**src/rtl/div_share_ctrl.sv**
```systemverilog
// Two-requester sequencing/arbitration controller for a shared iterative divider.
// Round-robin grant, one-cycle divider start, per-requester response buffers,
// flush handling, and optional in-controller resolution of divide-by-zero and
// signed overflow.
module div_share_ctrl #(
  parameter int XLEN      = 32,
  parameter int TAG_W     = 5,
  parameter int FAST_PATH = 1
) (
  input  logic             clk,
  input  logic             rst,
  input  logic             req0_valid,
  output logic             req0_ready,
  input  logic [1:0]       req0_op,
  input  logic [XLEN-1:0]  req0_a,
  input  logic [XLEN-1:0]  req0_b,
  input  logic [TAG_W-1:0] req0_tag,
  input  logic             flush0,
  output logic             rsp0_valid,
  input  logic             rsp0_ready,
  output logic [XLEN-1:0]  rsp0_data,
  output logic [TAG_W-1:0] rsp0_tag,
  input  logic             req1_valid,
  output logic             req1_ready,
  input  logic [1:0]       req1_op,
  input  logic [XLEN-1:0]  req1_a,
  input  logic [XLEN-1:0]  req1_b,
  input  logic [TAG_W-1:0] req1_tag,
  input  logic             flush1,
  output logic             rsp1_valid,
  input  logic             rsp1_ready,
  output logic [XLEN-1:0]  rsp1_data,
  output logic [TAG_W-1:0] rsp1_tag,
  output logic             div_start,
  output logic [1:0]       div_opcode,
  output logic [XLEN-1:0]  div_operand1,
  output logic [XLEN-1:0]  div_operand2,
  input  logic             div_done,
  input  logic [XLEN-1:0]  div_result,
  output logic             busy
);

  typedef enum logic [1:0] {
    IDLE  = 2'd0,
    ISSUE = 2'd1,
    WAIT  = 2'd2,
    RESP  = 2'd3
  } state_t;

  localparam logic [XLEN-1:0] ZERO_V = {XLEN{1'b0}};
  localparam logic [XLEN-1:0] ONES_V = {XLEN{1'b1}};
  localparam logic [XLEN-1:0] MIN_V  = {1'b1, {(XLEN-1){1'b0}}};

  // True when the op can be answered without running the divider.
  function automatic logic is_fast(input logic [1:0] op, input logic [XLEN-1:0] a,
                                   input logic [XLEN-1:0] b);
    logic r;
    if (FAST_PATH != 0) begin
      r = (b == ZERO_V) || (op[1] && (a == MIN_V) && (b == ONES_V));
    end else begin
      r = 1'b0;
    end
    return r;
  endfunction

  // Architectural result for divide-by-zero and signed overflow.
  function automatic logic [XLEN-1:0] fast_result(input logic [1:0] op, input logic [XLEN-1:0] a,
                                                  input logic [XLEN-1:0] b);
    logic [XLEN-1:0] r;
    if (b == ZERO_V) begin
      r = op[0] ? a : ONES_V;
    end else begin
      r = op[0] ? ZERO_V : MIN_V;
    end
    return r;
  endfunction

  state_t            state_q, state_d;
  logic              rr_q;
  logic [1:0]        op_q;
  logic [XLEN-1:0]   a_q, b_q, res_q;
  logic              owner_q, fast_q, kill_q;
  logic              div_start_q, div_start_d;
  logic              busy_q, busy_d;
  logic              rsp0_valid_q, rsp1_valid_q;
  logic [XLEN-1:0]   rsp0_data_q, rsp1_data_q;
  logic [TAG_W-1:0]  rsp0_tag_q, rsp1_tag_q, tag_q;

  logic              elig0_s, elig1_s, gnt0_s, gnt1_s, acc_s;
  logic [1:0]        sel_op_s;
  logic [XLEN-1:0]   sel_a_s, sel_b_s, sel_res_s;
  logic [TAG_W-1:0]  sel_tag_s;
  logic              sel_fast_s;
  logic              wr_s, wr0_s, wr1_s, owner_flush_s;
  logic [XLEN-1:0]   wr_data_s;

  // Eligibility and round-robin grant; only one requester can win per cycle.
  always_comb begin
    elig0_s = 1'b0;
    elig1_s = 1'b0;
    if (!rst && (state_q == IDLE)) begin
      elig0_s = req0_valid && !rsp0_valid_q && !flush0;
      elig1_s = req1_valid && !rsp1_valid_q && !flush1;
    end else begin
      elig0_s = 1'b0;
      elig1_s = 1'b0;
    end
    gnt0_s = elig0_s && (!elig1_s || !rr_q);
    gnt1_s = elig1_s && (!elig0_s || rr_q);
    acc_s  = gnt0_s || gnt1_s;
  end

  // Mux the granted request and pre-compute its fast-path classification.
  always_comb begin
    sel_op_s  = req0_op;
    sel_a_s   = req0_a;
    sel_b_s   = req0_b;
    sel_tag_s = req0_tag;
    if (gnt1_s) begin
      sel_op_s  = req1_op;
      sel_a_s   = req1_a;
      sel_b_s   = req1_b;
      sel_tag_s = req1_tag;
    end else begin
      sel_op_s  = req0_op;
      sel_a_s   = req0_a;
      sel_b_s   = req0_b;
      sel_tag_s = req0_tag;
    end
    sel_fast_s = is_fast(sel_op_s, sel_a_s, sel_b_s);
    sel_res_s  = fast_result(sel_op_s, sel_a_s, sel_b_s);
  end

  // Result write: fast results leave from RESP, divider results the edge done is seen.
  always_comb begin
    wr_s          = ((state_q == RESP) && fast_q) || ((state_q == WAIT) && div_done);
    wr_data_s     = fast_q ? res_q : div_result;
    owner_flush_s = owner_q ? flush1 : flush0;
    wr0_s         = wr_s && !owner_q && !kill_q;
    wr1_s         = wr_s && owner_q && !kill_q;
  end

  // State register.
  always_ff @(posedge clk or posedge rst) begin
    if (rst) begin
      state_q <= IDLE;
    end else begin
      state_q <= state_d;
    end
  end

  // Next-state logic; div_done is only looked at in WAIT so a stale done is ignored.
  always_comb begin
    state_d = state_q;
    case (state_q)
      IDLE: begin
        if (acc_s) begin
          state_d = sel_fast_s ? RESP : ISSUE;
        end else begin
          state_d = IDLE;
        end
      end
      ISSUE: state_d = WAIT;
      WAIT: begin
        if (div_done) begin
          state_d = RESP;
        end else begin
          state_d = WAIT;
        end
      end
      RESP:    state_d = IDLE;
      default: state_d = IDLE;
    endcase
  end

  // Output decode from the next state so the registered outputs line up with the state.
  always_comb begin
    div_start_d = (state_d == ISSUE);
    busy_d      = (state_d != IDLE);
  end

  // Registered FSM outputs.
  always_ff @(posedge clk or posedge rst) begin
    if (rst) begin
      div_start_q <= 1'b0;
      busy_q      <= 1'b0;
    end else begin
      div_start_q <= div_start_d;
      busy_q      <= busy_d;
    end
  end

  // Latch the accepted op, advance the round-robin pointer, track kills.
  always_ff @(posedge clk or posedge rst) begin
    if (rst) begin
      rr_q    <= 1'b0;
      op_q    <= 2'b00;
      a_q     <= ZERO_V;
      b_q     <= ZERO_V;
      res_q   <= ZERO_V;
      tag_q   <= {TAG_W{1'b0}};
      owner_q <= 1'b0;
      fast_q  <= 1'b0;
      kill_q  <= 1'b0;
    end else if (acc_s) begin
      rr_q    <= gnt0_s;
      op_q    <= sel_op_s;
      a_q     <= sel_a_s;
      b_q     <= sel_b_s;
      res_q   <= sel_res_s;
      tag_q   <= sel_tag_s;
      owner_q <= gnt1_s;
      fast_q  <= sel_fast_s;
      kill_q  <= 1'b0;
    end else if ((state_q != IDLE) && owner_flush_s) begin
      kill_q  <= 1'b1;
    end else begin
      kill_q  <= kill_q;
    end
  end

  // Requester 0 response buffer; flush wins over everything.
  always_ff @(posedge clk or posedge rst) begin
    if (rst) begin
      rsp0_valid_q <= 1'b0;
      rsp0_data_q  <= ZERO_V;
      rsp0_tag_q   <= {TAG_W{1'b0}};
    end else if (flush0) begin
      rsp0_valid_q <= 1'b0;
    end else if (wr0_s) begin
      rsp0_valid_q <= 1'b1;
      rsp0_data_q  <= wr_data_s;
      rsp0_tag_q   <= tag_q;
    end else if (rsp0_valid_q && rsp0_ready) begin
      rsp0_valid_q <= 1'b0;
    end else begin
      rsp0_valid_q <= rsp0_valid_q;
    end
  end

  // Requester 1 response buffer; flush wins over everything.
  always_ff @(posedge clk or posedge rst) begin
    if (rst) begin
      rsp1_valid_q <= 1'b0;
      rsp1_data_q  <= ZERO_V;
      rsp1_tag_q   <= {TAG_W{1'b0}};
    end else if (flush1) begin
      rsp1_valid_q <= 1'b0;
    end else if (wr1_s) begin
      rsp1_valid_q <= 1'b1;
      rsp1_data_q  <= wr_data_s;
      rsp1_tag_q   <= tag_q;
    end else if (rsp1_valid_q && rsp1_ready) begin
      rsp1_valid_q <= 1'b0;
    end else begin
      rsp1_valid_q <= rsp1_valid_q;
    end
  end

  assign req0_ready   = gnt0_s;
  assign req1_ready   = gnt1_s;
  assign rsp0_valid   = rsp0_valid_q;
  assign rsp0_data    = rsp0_data_q;
  assign rsp0_tag     = rsp0_tag_q;
  assign rsp1_valid   = rsp1_valid_q;
  assign rsp1_data    = rsp1_data_q;
  assign rsp1_tag     = rsp1_tag_q;
  assign div_start    = div_start_q;
  assign div_opcode   = op_q;
  assign div_operand1 = a_q;
  assign div_operand2 = b_q;
  assign busy         = busy_q;

endmodule

```
**config.mk**
```make
export PLATFORM = sky130hd
export DESIGN_NAME = div_share_ctrl
export DESIGN_NICKNAME = d
export VERILOG_FILES = /design/src/rtl/div_share_ctrl.sv
export SDC_FILE = /design/constraint.sdc
export NUM_CORES = 1
export LEC_CHECK = 0
export BUFFER_PORTS_ARGS = -buffer_cell sky130_fd_sc_hd__buf_2
export CAP_MARGIN = 20
export CORE_ASPECT_RATIO = 1.25
export CORE_MARGIN = 3
export CORE_UTILIZATION = 50
export DETAILED_ROUTE_END_ITERATION = 10
export PLACE_DENSITY = 0.8
export SYNTH_ARGS = -nofsm -noshare
export SYNTH_HDL_FRONTEND = slang
export SYNTH_SLANG_ARGS = --single-unit
export TNS_END_PERCENT = 100
```
**constraint.sdc**
```tcl
create_clock -name clk -period 12.2 [get_ports clk]
set_input_delay 2.44 -clock clk [delete_from_list [all_inputs] [get_ports clk]]
set_output_delay 2.44 -clock clk [all_outputs]
set_load 0.005 [all_outputs]
```
==> reports/metrics.cfg <==
[run_status]
status = finished, final reports clean

[clocking]
cts_buffers = 17
clock-root-buffer = clkbuf_16
cts_setup_buffers = 0
cts_hold_buf = 0
cts_buffer_depth = 2
cts_resized = 0
worstSkewPairLatency_ns = 0.42
cts_max_level = 4
cts_sinks = 187
path_clk_slew_ns = 0.06
cts_tree = built

[cells_and_area]
multi_input_area_mm2 = 0.00409
seq_area_mm2 = 0.00468
design_area_mm2 = 0.0114
drive_gt1_frac = 0.333
fin_nets = 1423
syn2layout_area_growth_pct = 25.6
fill_cells = 1475
fin_util = 0.649
fin_cells = 1473

[synthesis]
netlist_area_mm2 = 0.00911
synth_fp_nets = 1137
async_reset_ff_frac = 1.00
yosysSeqAreaShare = 0.514
ys_warn_count = 0
synth_seq_cells = 187
synth-main-ff-cell = dfrtp_1
synth_edf_count = 0
syn_inst = 950
synth.distinct_cells = 37
synth.avg_cell_area_um2 = 9.59

[timing]
slew-limit-headroom = 0.270
rsz0062_at_grt = no
max_freq_mhz = 135
fin_hold_ws_ns = 0.485
clock_skew_ns = 0.00790
post-route-period-util = 0.606
tns_ns = 0
finalSetupViolCount = 0
drv_slew = 0
finalCriticalPeriod_ns = 7.39
finalHoldViolCount = 0
tightest_slew_ns = 1.09

[detailed_routing]
wl_met2_mm = 15.0
wl_mm = 29.8
drcViolationCount = 0
dr.pass1.iters = 5
wl_met3_mm = 2.09
top_layer = met4
vias = 8522
wl_per_cell_um = 20.2
viasPerCell = 5.79
drt_iter0_drc = 683
drtAntennaViolNets = 0
wl_met1_mm = 11.7

[global_route]
antenna_found_initial = 1
first_global_vias = 8492
grt_max_degree = 119
grt_overflow_total = 0
grt_util_all_layers = 0.297
grt_pass1_wl_mm = 46.1

[die]
die_area_mm2 = 0.0199
die_w_um = 127
rows = 54
ioPinCount = 329
start_util = 0.517
core_region_area_mm2 = 0.0176
die_y_um = 157

[min_path]
hold_class = reg2reg

[worst_setup_path]
critPathArrivalTime_ns = 4.95
path_common_cell = buf_2
cp-end-kind = output port
crit_path_top_delay_cell = buf_4
worstSetupPathType = in2out
crit_buf_inv = 5
critPathRequiredTime_ns = 9.76
critPathMaxFanout = 118
max_stage_delay_ns = 0.79
cp_cell_sequence = buf_2 > inv_8 > and4_1 > o21ai_4 > clkinv_2 > buf_4 > buf_2
start_kind = primary input
cpLargestDelayFamily = buffers and inverters

[placement]
dpl.cell_count = 1440
placed_cell_area_mm2 = 0.0108
dp_hpwl_mm = 21.3
port_buffers = 328
place.gp.congestion = 0.949

[job]
maxCapViolations = 0

[power]
vdd_drop_max_uv = 84.0
p_per_area_mw_per_mm2 = 178
p_leak_nw = 5.45

## synthesized netlist by cell type, drive strengths merged (5+ instances only)
library cell | n | area share
a21oi | 67 | 0.037
a31oi | 66 | 0.045
buf | 44 | 0.027
clkbuf | 27 | 0.011
dfrtp | 187 | 0.51
inv | 6 | 0.0025
mux2 | 10 | 0.012
mux2i | 35 | 0.038
nand2 | 177 | 0.073
nand4 | 19 | 0.014
nor2 | 150 | 0.062
nor3b | 62 | 0.051
nor4 | 28 | 0.019
o22ai | 5 | 0.0034
o41ai | 31 | 0.055
or4 | 6 | 0.0049
## sequential cells by signal (all words and copies together), names as in the netlist
signal / count
div_operand1: 32
div_operand2: 32
res_q: 32
rsp0_data: 32
rsp1_data: 32
rsp0_tag: 5
rsp1_tag: 5
tag_q: 5
div_opcode: 2
state_q: 2
busy: 1
div_start: 1
fast_q: 1
kill_q: 1
owner_q: 1
rr_q: 1
rsp0_valid: 1
rsp1_valid: 1
## per-stage QoR
stage	total power [mW]	setup slack (ns)
CTS	2.05	4.78
global route	2.16	4.59
finish	2.04	4.81
floorplan	1.17	2.03
detailed placement	1.47	4.78
global placement	1.45	4.81
## cells by family after synthesis
family	share of synthesized area
AOI/OAI and AO/OA	0.154
DFF	0.514
and+or+nand+nor	0.236
adders and majority gates	0.00549
muxes	0.0508
buffers and inverters	0.0401
## placed cells by master, fill, tap and decap left out, types with 3 or more instances in the layout
| cell type | instances |
|---|---|
| a21o_1 | 3 |
| a21oi_1 | 67 |
| a31oi_1 | 66 |
| buf_2 | 328 |
| buf_4 | 9 |
| bufinv_16 | 3 |
| clkbuf_16 | 17 |
| clkbuf_8 | 4 |
| clkinv_2 | 3 |
| dfrtp_1 | 186 |
| ha_1 | 4 |
| inv_1 | 4 |
| inv_6 | 3 |
| mux2_2 | 8 |
| mux2i_1 | 34 |
| nand2_1 | 177 |
| nand4_1 | 18 |
| nand4b_1 | 4 |
| nor2_1 | 150 |
| nor3_1 | 4 |
| nor3b_1 | 62 |
| nor4_1 | 28 |
| o22ai_1 | 5 |
| o41ai_2 | 30 |
| or4_1 | 6 |
## power by group
| part | switching, mW | leakage (nW) | internal, mW |
|---|---|---|---|
| Clock | 0.233 | 0.303 | 0.345 |
| Combinational | 0.305 | 2.89 | 0.259 |
| Sequential | 0.100 | 2.26 | 0.797 |
| Total | 0.638 | 5.45 | 1.40 |
## worst register-to-register path: stages, from the launching register on
cell      delay, ns
dfrtp_1        0.39
inv_1          0.11
ha_1           0.22
and4_1         0.37
nand2b_4       0.56
buf_4          0.79
nand2_1        0.29
o21ai_0        0.17
o211a_1        0.19
## final timing paths
check / from / to / slack [ns] / cells after the start
setup reg to reg: state_q[0]$_DFF_PP0_ / div_start$_DFF_PP0_ / 9.06 / 8
setup / recovery: rst / req1_ready / 4.81 / 7
max in group asynchronous: rst / fast_q$_DFFE_PP0N_ / 8.53 / 3
hold reg to reg: res_q[24]$_DFFE_PP0N_ / res_q[24]$_DFFE_PP0N_ / 0.49 / 2
min in group asynchronous: rst / rsp1_data[30]$_DFFE_PP0P_ / 2.16 / 2
hold / removal: res_q[24]$_DFFE_PP0N_ / res_q[24]$_DFFE_PP0N_ / 0.49 / 2
## layer usage
metal	global-route usage	up-vias
li1	-	3947
met1	0.373	4100
met2	0.506	410
met3	0.0577	65
met4	0.119	0
met5	0	-
## final cells by class
cell class              count  area share
inverters                   6     0.00273
clock buffers              22      0.0423
well taps                 224      0.0245
repair buffers            338       0.152
diodes                      1    0.000219
multi-input cells         686       0.358
flip-flops and latches    187       0.409
clock inverters             9      0.0117
No activity file was read; power rests on OpenSTA's default activity.
